<file path="config.mk">
export PLATFORM = sky130hd
export DESIGN_NAME = cmac_tx_pkt_arbiter
export DESIGN_NICKNAME = d
export VERILOG_FILES = /design/src/rtl/cmac_tx_pkt_arbiter.sv
export SDC_FILE = /design/constraint.sdc
export NUM_CORES = 1
export LEC_CHECK = 0
export CORE_AREA = 2 2 681 683
export DETAILED_ROUTE_END_ITERATION = 8
export DIE_AREA = 0 0 683 685
export PLACE_DENSITY_LB_ADDON = 0.25
export SYNTH_ARGS = -nofsm -noshare
export SYNTH_HDL_FRONTEND = slang
export SYNTH_SLANG_ARGS = --single-unit
</file>
<file path="constraint.sdc">
create_clock -name i_clk -period 4.2 [get_ports i_clk]
set_input_delay 0.63 -clock i_clk [delete_from_list [all_inputs] [get_ports i_clk]]
set_output_delay 0.63 -clock i_clk [all_outputs]
set_load 0.02 [all_outputs]
</file>
<file path="src/rtl/cmac_tx_pkt_arbiter.sv">
// cmac_tx_pkt_arbiter
//   Packet-atomic 2:1 round-robin arbiter in front of the CMAC 100G TX
//   AXI-Stream input. A requester is granted only while the link is up and
//   keeps the grant until its tlast handshake. A watchdog cuts packets longer
//   than P_MAX_BEATS: the cut beat goes out with tlast=1/tuser=1 so the CMAC
//   aborts the frame, and the rest of that packet is discarded.
//
// Ports
//   i_clk, i_rst_n     CMAC tx user clock, synchronous active-low reset
//   i_stat_rx_status   link up; gates new grants only
//   s0_axis_*          requester 0 AXIS slave (tvalid/tready/tdata/tkeep/tlast/tuser)
//   s1_axis_*          requester 1 AXIS slave
//   m_axis_*           AXIS master towards CMAC TX
//   o_busy             a packet is in flight (state != IDLE)
//   o_trunc_pulse      one-cycle pulse, bit per channel, on watchdog truncation
//
// Optional build macro CMAC_TX_ARB_STATS_EN adds:
//   o_pkt_cnt0/1       completed packets forwarded per channel (wrapping)
//   o_drop_beats       beats discarded after truncation (wrapping)
module cmac_tx_pkt_arbiter #(
  parameter int P_DATA_W    = 512,
  parameter int P_KEEP_W    = 64,
  parameter int P_MAX_BEATS = 160
) (
  input  logic                i_clk,
  input  logic                i_rst_n,
  input  logic                i_stat_rx_status,
  input  logic                s0_axis_tvalid,
  output logic                s0_axis_tready,
  input  logic [P_DATA_W-1:0] s0_axis_tdata,
  input  logic [P_KEEP_W-1:0] s0_axis_tkeep,
  input  logic                s0_axis_tlast,
  input  logic                s0_axis_tuser,
  input  logic                s1_axis_tvalid,
  output logic                s1_axis_tready,
  input  logic [P_DATA_W-1:0] s1_axis_tdata,
  input  logic [P_KEEP_W-1:0] s1_axis_tkeep,
  input  logic                s1_axis_tlast,
  input  logic                s1_axis_tuser,
  output logic                m_axis_tvalid,
  input  logic                m_axis_tready,
  output logic [P_DATA_W-1:0] m_axis_tdata,
  output logic [P_KEEP_W-1:0] m_axis_tkeep,
  output logic                m_axis_tlast,
  output logic                m_axis_tuser,
  output logic                o_busy,
  output logic [1:0]          o_trunc_pulse
`ifdef CMAC_TX_ARB_STATS_EN
  ,
  output logic [31:0]         o_pkt_cnt0,
  output logic [31:0]         o_pkt_cnt1,
  output logic [31:0]         o_drop_beats
`endif
);

  localparam int CNT_W = $clog2(P_MAX_BEATS) + 1;
  localparam logic [CNT_W-1:0] CNT_LAST = CNT_W'(P_MAX_BEATS - 1);

  typedef enum logic [1:0] {
    IDLE,
    GRANT,
    DROP
  } state_t;

  state_t           state, state_nxt;
  logic             g, g_nxt;
  logic             lp, lp_nxt;
  logic [CNT_W-1:0] cnt, cnt_nxt;

  logic                sel_valid, sel_last, sel_user, sel_ready, fwd, wdog;
  logic [P_DATA_W-1:0] sel_data;
  logic [P_KEEP_W-1:0] sel_keep;

  // Granted requester's fields.
  assign sel_valid = g ? s1_axis_tvalid : s0_axis_tvalid;
  assign sel_data  = g ? s1_axis_tdata  : s0_axis_tdata;
  assign sel_keep  = g ? s1_axis_tkeep  : s0_axis_tkeep;
  assign sel_last  = g ? s1_axis_tlast  : s0_axis_tlast;
  assign sel_user  = g ? s1_axis_tuser  : s0_axis_tuser;

  // Last permitted beat of a packet that has not ended on its own.
  assign wdog = (cnt == CNT_LAST) && !sel_last;

  always_ff @(posedge i_clk) begin
    if (!i_rst_n) begin
      state <= IDLE;
      g     <= 1'b0;
      lp    <= 1'b1;
      cnt   <= '0;
    end else begin
      state <= state_nxt;
      g     <= g_nxt;
      lp    <= lp_nxt;
      cnt   <= cnt_nxt;
    end
  end

  always_comb begin
    state_nxt     = state;
    g_nxt         = g;
    lp_nxt        = lp;
    cnt_nxt       = cnt;
    sel_ready     = 1'b0;
    fwd           = 1'b0;
    o_trunc_pulse = '0;
    case (state)
      IDLE: begin
        if (i_stat_rx_status && (s0_axis_tvalid || s1_axis_tvalid)) begin
          state_nxt = GRANT;
          cnt_nxt   = '0;
          if (s0_axis_tvalid && s1_axis_tvalid) g_nxt = ~lp;
          else                                  g_nxt = s1_axis_tvalid;
        end
      end
      GRANT: begin
        fwd       = 1'b1;
        sel_ready = m_axis_tready;
        if (sel_valid && m_axis_tready) begin
          if (cnt != '1) cnt_nxt = cnt + 1'b1;
          if (wdog) begin
            o_trunc_pulse[g] = 1'b1;
            state_nxt        = DROP;
          end else if (sel_last) begin
            state_nxt = IDLE;
            lp_nxt    = g;
          end
        end
      end
      DROP: begin
        sel_ready = 1'b1;
        if (sel_valid && sel_last) begin
          state_nxt = IDLE;
          lp_nxt    = g;
        end
      end
      default: state_nxt = IDLE;
    endcase
  end

  // Outputs are forced to zero outside GRANT so idle/drop cycles show a clean bus.
  assign m_axis_tvalid  = fwd && sel_valid;
  assign m_axis_tdata   = fwd ? sel_data : '0;
  assign m_axis_tkeep   = fwd ? sel_keep : '0;
  assign m_axis_tlast   = fwd && (sel_last || wdog);
  assign m_axis_tuser   = fwd && (sel_user || wdog);
  assign s0_axis_tready = sel_ready && !g;
  assign s1_axis_tready = sel_ready && g;
  assign o_busy         = (state != IDLE);

`ifdef CMAC_TX_ARB_STATS_EN
  logic pkt_done, drop_beat;

  // m_axis_tlast already includes the watchdog cut, so truncated packets count.
  assign pkt_done  = m_axis_tvalid && m_axis_tready && m_axis_tlast;
  assign drop_beat = (state == DROP) && sel_valid;

  always_ff @(posedge i_clk) begin
    if (!i_rst_n) begin
      o_pkt_cnt0   <= '0;
      o_pkt_cnt1   <= '0;
      o_drop_beats <= '0;
    end else begin
      if (pkt_done && !g) o_pkt_cnt0 <= o_pkt_cnt0 + 32'd1;
      if (pkt_done && g)  o_pkt_cnt1 <= o_pkt_cnt1 + 32'd1;
      if (drop_beat)      o_drop_beats <= o_drop_beats + 32'd1;
    end
  end
`endif

endmodule

</file>
**Word-level counts from Yosys, hierarchy flattened**

Index checks and enable logic that the tools add are counted.

- Register bits after elaboration: 13

- Eq/ne operators: 11
- Add/sub/neg operators: 1
- Bitwise logic cells: 1
- Muxes and demuxes: 30
- Order comparisons: 2
- Reduce and logical (&&, ||, !) cells: 24

Operator list:

| operator | number |
|---|---|
| 512-bit two-way mux | 2 |
| 64-bit two-way mux | 2 |
| 9-bit two-way mux | 3 |
| 9-bit case mux with 2 select lines | 1 |
| 2-bit two-way mux | 8 |
| 2-bit inequality test, second input constant | 6 |
| 1-bit logical AND | 11 |
| 1-bit two-way mux | 10 |
| 9-bit by 1-bit adder with 9-bit output, second input constant | 1 |
| 9-bit by 8-bit == test with 1-bit output, second input constant | 1 |
| 9-bit inequality test, second input constant | 1 |
| 4-bit AND reduction | 2 |
| 2-bit case mux with 3 select lines | 1 |
| 2-bit nonzero test | 3 |
| 5-bit AND reduction | 1 |
| 1-bit case mux with 2 select lines | 2 |
| 1-bit logical OR | 3 |
| 3-bit inequality test, second input constant | 1 |
| 2-bit by 1-bit == test with 1-bit output, second input constant | 1 |
| 2-bit == test, second input constant | 1 |
| 1-bit zero test | 2 |
| 2-bit zero test | 1 |
| 1-bit by 2-bit less-than comparator with 1-bit output, second input constant | 1 |
| 2-bit AND reduction | 1 |
| other kinds (3) | 3 |

**Logic depth before layout (Yosys ltp)**

Gate-level depths: netlist (run 1).

- Depth in word-level cells: 7
- Depth in mapped cells: 10
- Depth with buffers taken out: 10

**Worst setup path after synthesis (run 1)**

No wires, ideal clock.

- Path kind: register -> output
- From: register state[1]
- To: output port o_trunc_pulse[0]
- Data required time: 3.570 ns
- Stages on the path, launching flop included: 8
- Setup slack: 1.889 ns
- Arrival time: 1.681 ns
- Path through: dfxtp_1 inv_1 ha_1 buf_2 buf_2 and2_1 nand3_1 nor3b_1

- Word-level cells in the longest chain between the ends: 2

Ends and longest elaborated chain:

| element | line | text |
|---|---|---|
| start: declaration | 65 | `state_t state, state_nxt;` |
| start signal: assignment | 91 | `state <= state_nxt;` |
| 2-bit by 1-bit == test with 1-bit output | 106 | `case (state)` |
| 2-bit two-way mux | 106 |  |
| end: declaration | 47 | `output logic [1:0] o_trunc_pulse` |

No other way between the ends.

**Final worst setup path (run 1)**

- From: register state[1]
- To: output port m_axis_tdata[351]

- Word-level cells in the longest chain between the ends: 3

Ends and longest elaborated chain:

| element | line | text |
|---|---|---|
| 2-bit by 1-bit == test with 1-bit output | 106 |  |
| 1-bit two-way mux | 106 |  |
| 512-bit two-way mux | 142 | `assign m_axis_tdata = fwd ? sel_data : '0;` |
| end: declaration | 42 | `output logic [P_DATA_W-1:0] m_axis_tdata,` |

No other way between the ends.

==> impl_metrics.tcl, run 1 <==
set metrics [dict create \
    slew_headroom 0.296 \
    yosys_warnings 0 \
    postRouteAntennaNets 0 \
    core_um2 461000 \
    max-vdd-ir-drop_v 0.000188 \
    synth_common_cells "mux2i_1, nor2b_1, buf_2" \
    skew_ns 0.00235 \
    criticalPathCategory "reg -> out" \
    drc_errors 0 \
    die-area_um2 468000 \
    rows 250 \
    vias 20200 \
    hpwl_mm 318 \
    cts-root-buf "clkbuf_16" \
    hold_depth 2 \
    postCtsHoldBufs 0 \
    cts_buffers 3 \
    power_density_nw_per_um2 303 \
    synth.avg_cell_area_um2 7.79 \
    postCtsSetupBuffers 0 \
    slew_viol_final 0 \
    r2r_cells 7 \
    drt_wl_total_mm 332 \
    post_cts_resized 0 \
    status "complete, no violations" \
    antenna_found_initial 517 \
    syn-num-nets 2550 \
    r2r_slack_ns 1.98 \
    clkLatencyLatePin_ns 0.24 \
    rsz0062_at_grt "false" \
    netlist.area_leader.share 0.539 \
    yosys.area.top_type "mux2i_1" \
    dr.pass1.iters 5 \
    layout-drive-gt1-share 0.0329 \
    start_util 0.0233 \
    p_switching_uw 5820 \
    p_sw_frac 0.528 \
    fin_tns_setup_ns 0 \
    ys_async_sr_fraction 0 \
    cts_tree "built" \
    cp_max_fo 42 \
    fin_nets 4235 \
    drt_iter0_drc 1199 \
    ys.flop_type "dfxtp_1" \
    arrival_ns 3.06 \
    synth_area_leaders "mux2i_1, nor2b_1, buf_2, dfxtp_1, clkbuf_1" \
    timing.fmax_mhz 271 \
    track_usage 0.136 \
    period_share 0.879 \
    hp-class "reg -> reg" \
    cp-start-kind "flop" \
    power_frac_clock 0.016 \
    h-tree-depth 1 \
    maxCapViolations 0 \
    cts.sinks 13 \
    synth_most_common_cell "mux2i_1" \
    ys_seq_area_frac 0.0242 \
    holdPathEnd "cnt[1]$_SDFFE_PN0P_" \
    grt_pass1_wl_mm 373 \
    area_growth_pct 238 \
    die_x_um 683 \
    p_int_uw 5200 \
    cp_data_required_time_ns 3.57 \
    stdcell_count 9369 \
    io_buffers 1745 \
    hp-start "cnt[1]$_SDFFE_PN0P_" \
    r2r_start "state[1]$_SDFFE_PN0P_" \
    clock_path_buffers 2 \
    dp.cells 9237 \
    gp_congestion 0.928 \
    synthDistinctLibCells 30 \
    tightest_slew_ns 1.03 \
    endpoint_kind "primary output" \
    synth_cells 1383 \
    period_minus_slack_ns 3.69 \
    fp.dieH_um 685 \
    viasPerCell 2.15 \
    syn-cell-area_um2 10800 \
    combPwrFrac 0.969 \
    p_seq_frac 0.014 \
    timing.rr.end "cnt[0]$_SDFFE_PN0P_" \
    gr-total-overflow 0 \
    p_leak_uw 0.0100 \
    pin_count 1746 \
    grt_max_degree 85 \
    ys_ff_latch 13 \
    finalSetupViolCount 0 \
    hold_viol_final 0 \
    clkTransAtPathRegs_ns 0.05 \
    wl_per_cell_um 35.5 \
    synth_edf_count 0 \
    grt_pass1_vias 19200 \
]
[state kept, by name (all words and copies together) (netlist names)]
name   flops
cnt        9
g          1
lp         1
state      2
[stage by stage]
step | worst slack [ns] | power, uW | hold WS [ns] | area (um^2) | util
2_1_floorplan | 1.89 | 4700 | 0.449 | 10800 | -
3_3_place_gp | 0.542 | 11200 | 0.477 | 36000 | 0.0781
3_5_place_dp | 0.611 | 11100 | 0.485 | 36000 | 0.0781
4_1_cts | 0.442 | 11400 | 0.491 | 36100 | 0.0782
5_1_grt | 0.402 | 11500 | 0.510 | 36200 | 0.0785
6_report | 0.507 | 11000 | 0.488 | 36400 | 0.0789
[power by group through the flow]
stage	Sequential (uW)	Combinational [uW]	Clock [uW]
2_1_floorplan	149	4550	0
3_3_place_gp	159	11000	0
3_5_place_dp	160	11000	0
4_1_cts	157	11000	184
5_1_grt	159	11200	189
6_report	157	10700	180
[cell type report]
cell class / count / area, um^2
Clock buffer: 4 / 78.8
Sequential cell: 13 / 264
Antenna cell: 128 / 320
Tap cell: 6174 / 7720
Inverter: 4 / 15.0
Multi-Input combinational cell: 1236 / 9930
Timing Repair Buffer: 1810 / 18100
Fill cell: 54000 / 425000
[cell families (layout without fill, tap and decap cells)]
group | count (synthesis) | in the layout | share of synthesized area
compound gates | 18 | 18 | 0.0115
xor+xnor | 7 | 7 | 0.00569
fa+ha+maj | 5 | 5 | 0.00581
buf+inv | 134 | 1818 | 0.0547
simple gates | 625 | 625 | 0.357
other cells | 0 | 128 | 0
flops | 13 | 13 | 0.0242
mux | 581 | 581 | 0.541
[layout by cell type (no fill, tap or decap), types with 3 or more instances in the layout]
master | netlist | layout
inv_1 | 4 | 4
a21boi_0 | 3 | 3
clkdlybuf4s50_1 | 0 | 1718
nand3_1 | 6 | 6
nand2_1 | 13 | 13
a21oi_1 | 6 | 6
nand4_1 | 4 | 4
clkbuf_16 | 0 | 3
nor2b_1 | 578 | 578
mux2i_1 | 580 | 580
ha_1 | 5 | 4
xor2_1 | 7 | 7
dfxtp_1 | 13 | 12
diode_2 | 0 | 128
and2_1 | 3 | 3
nor2_1 | 13 | 13
buf_12 | 0 | 16
buf_4 | 1 | 76
and3_1 | 4 | 4
[worst max-delay path by stage]
stage / slack (ns) / start / depth (start not counted) / to
6_report: 0.51 / state[1]$_SDFFE_PN0P_ / 5 / m_axis_tdata[351]
5_1_grt: 0.40 / state[1]$_SDFFE_PN0P_ / 5 / m_axis_tdata[351]
4_1_cts: 0.44 / state[1]$_SDFFE_PN0P_ / 6 / m_axis_tdata[75]
3_5_place_dp: 0.61 / s0_axis_tlast / 6 / o_trunc_pulse[0]
3_3_place_gp: 0.54 / s0_axis_tlast / 6 / o_trunc_pulse[0]
2_1_floorplan: 1.89 / state[1]$_SDFFE_PN0P_ / 7 / o_trunc_pulse[0]
[metal layers]
layer,GRT usage,part of all wire,vias up
li1,-,-,8239
met1,0.131,0.32,8990
met2,0.229,0.46,1655
met3,0.107,0.18,892
met4,0.0223,0.030,376
met5,0,0.0074,-
[worst max-delay path: stages (launching register included)]
cell,delay (ns)
dfxtp_1,0.33
inv_1,0.14
ha_4,0.66
buf_4,0.51
nor2b_1,0.21
clkdlybuf4s50_1,0.81
No activity file was read; power rests on OpenSTA's default activity.
==> run 2: changes to the inputs <==
- CORE_AREA: 2 2 681 683 -> 10 10 669 671
- DIE_AREA: 0 0 683 685 -> 0 0 679 681
==> run 2 against run 1 <==
Compared with the run above: sequential share of layout area about the same; first-iteration DRC count up 15%; fmax down 8.7%; clock power up 2%; wire length up 3.7%; sequential power up 3%; clock skew up 0.0025 ns; register-to-register slack worse by 0.28 ns.
==> impl_metrics.tcl, run 2 (same netlist as run 1, synthesis figures left out) <==
set metrics [dict create \
    status "complete, no violations" \
    cp-start-kind "flop" \
    p_leak_uw 0.0100 \
    grt_pass1_vias 19500 \
    pre_cts_slack_ns 0.481 \
    combPwrFrac 0.969 \
    fin_tns_setup_ns 0 \
    skew_ns 0.00485 \
    cp_max_fo 32 \
    r2r_start "state[1]$_SDFFE_PN0P_" \
    die-area_um2 462000 \
    top_register "cnt" \
    top_layer "met5" \
    criticalPathCategory "reg -> out" \
    fillerInstances 50800 \
    io_buffers 1745 \
    critPathTopFamily "buffers and inverters" \
    dp.cells 8788 \
    period_share 0.963 \
    slew_viol_final 0 \
    start_util 0.0248 \
    stdcell_count 8895 \
    tightest_slew_ns 0.898 \
    r2r_cells 9 \
    postRouteAntennaNets 0 \
    arrival_ns 3.41 \
    final_cell_mix "clkdlybuf4s50_1, mux2i_1, nor2b_1, buf_4, buf_12" \
    die_x_um 679 \
    gr-total-overflow 0 \
    rsz0062_at_grt "false" \
    dr_wl_met2_mm 160 \
    p_int_uw 5180 \
    p_switching_uw 5920 \
    rows 242 \
    cpPeakStageDelay_ns 0.71 \
    timing.fmax_mhz 247 \
    ff_latch_area_um2 264 \
    cts_buffers 3 \
    wl_per_cell_um 38.8 \
    p_sw_frac 0.533 \
    track_usage 0.141 \
    pin_count 1746 \
    dr.pass1.iters 5 \
    fp.dieH_um 681 \
    multi_input_area_um2 9930 \
    clkLatencyLatePin_ns 0.25 \
    largest_register_ffs 9 \
    setup_ws_ns 0.157 \
    worstPathCellList "buf_4, buf_4, mux2i_1, nor2b_1, clkdlybuf4s50_1" \
    vias 20500 \
    cp_data_required_time_ns 3.57 \
    maxCapViolations 0 \
    drc_errors 0 \
    crit_cells 5 \
    post_cts_resized 0 \
    area_growth_pct 233 \
    hp-class "reg -> reg" \
    drt_iter0_drc 1378 \
    clock_path_buffers 2 \
    power_frac_clock 0.017 \
    final_common_cell "clkdlybuf4s50_1" \
    postCtsHoldBufs 0 \
    drt_wl_total_mm 345 \
    postCtsSetupBuffers 0 \
    grt_pass1_wl_mm 389 \
    cp_num_buf_inv 3 \
    hold_ws_ns 0.482 \
    viasPerCell 2.31 \
    max-vdd-ir-drop_v 0.000160 \
    cts.sinks 13 \
    p_seq_frac 0.015 \
    gp_congestion 0.957 \
    period_minus_slack_ns 4.04 \
    endpoint_kind "primary output" \
    layout-drive-gt1-share 0.0334 \
    fin_nets 4226 \
    antenna_found_initial 534 \
    hold_depth 2 \
    cpMaxStageDelayCell "mux2i_1" \
    wl_met1_mm 112 \
    grt_max_degree 89 \
    h-tree-depth 1 \
    core_um2 434000 \
    finalSetupViolCount 0 \
    cts_tree "built" \
    wl_met3_mm 64.3 \
    power_density_nw_per_um2 310 \
    cpMostUsedCell "buf_4" \
    hold_viol_final 0 \
    hp-start "cnt[1]$_SDFFE_PN0P_" \
    clkTransAtPathRegs_ns 0.05 \
    top_regs "cnt x9, state x2" \
    startpoint "g$_SDFFE_PN0P_" \
    cts-root-buf "clkbuf_16" \
    slew_headroom 0.384 \
    hpwl_mm 332 \
]
## run 2: changes by cell type in the layout (fill, tap and decap cells not counted)
cell / before / now
buf_12: 16 / 27
diode_2: 128 / 103
clkdlybuf4s50_1: 1718 / 1708
buf_4: 76 / 66
## run 2: per-stage QoR
step | instance area, um^2 | utilization | power [uW]
finish | 35900 | 0.0827 | 11100
global route | 35600 | 0.0821 | 11600
CTS | 35600 | 0.0821 | 11400
detailed placement | 35500 | 0.0819 | 11200
global placement | 35500 | 0.0819 | 11200
floorplan | 10800 | - | 4700
## run 2: power groups by stage
stage                     Clock (uW)  Combinational [uW]  Sequential (uW)
after global routing             193               11300              164
after detailed placement           0               11000              164
after floorplan                    0                4550              149
after CTS                        188               11100              162
after global placement             0               11100              164
final                            184               10800              161
## run 2: cell type report
cell class / count / share of cell area
antenna: 103 / 0.00719
inverter: 4 / 0.000419
clock buffer: 4 / 0.00220
sequential: 13 / 0.00736
timing repair buffer: 1801 / 0.506
multi-input combinational: 1236 / 0.277
tap: 5734 / 0.200
## run 2: tightest hold or removal path: cells and delay by family (launching register included)
kind / cells / cell delay, ns
DFF: 1 / 0.32
and+or+nand+nor: 1 / 0.06
AOI/OAI and AO/OA: 1 / 0.06
## run 2: final timing paths
path                                         endpoint  slack [ns]
worst max-delay path                 m_axis_tdata[93]        0.16
worst min-delay path              cnt[1]$_SDFFE_PN0P_        0.48
worst max register to register  state[0]$_SDFFE_PN0P_        1.70
worst min register to register    cnt[1]$_SDFFE_PN0P_        0.48
## run 2: metal layers
layer / GRT usage / vias up
li1: - / 8180
met1: 0.135 / 9100
met2: 0.242 / 1834
met5: 0 / -
met4: 0.00593 / 414
met3: 0.120 / 977
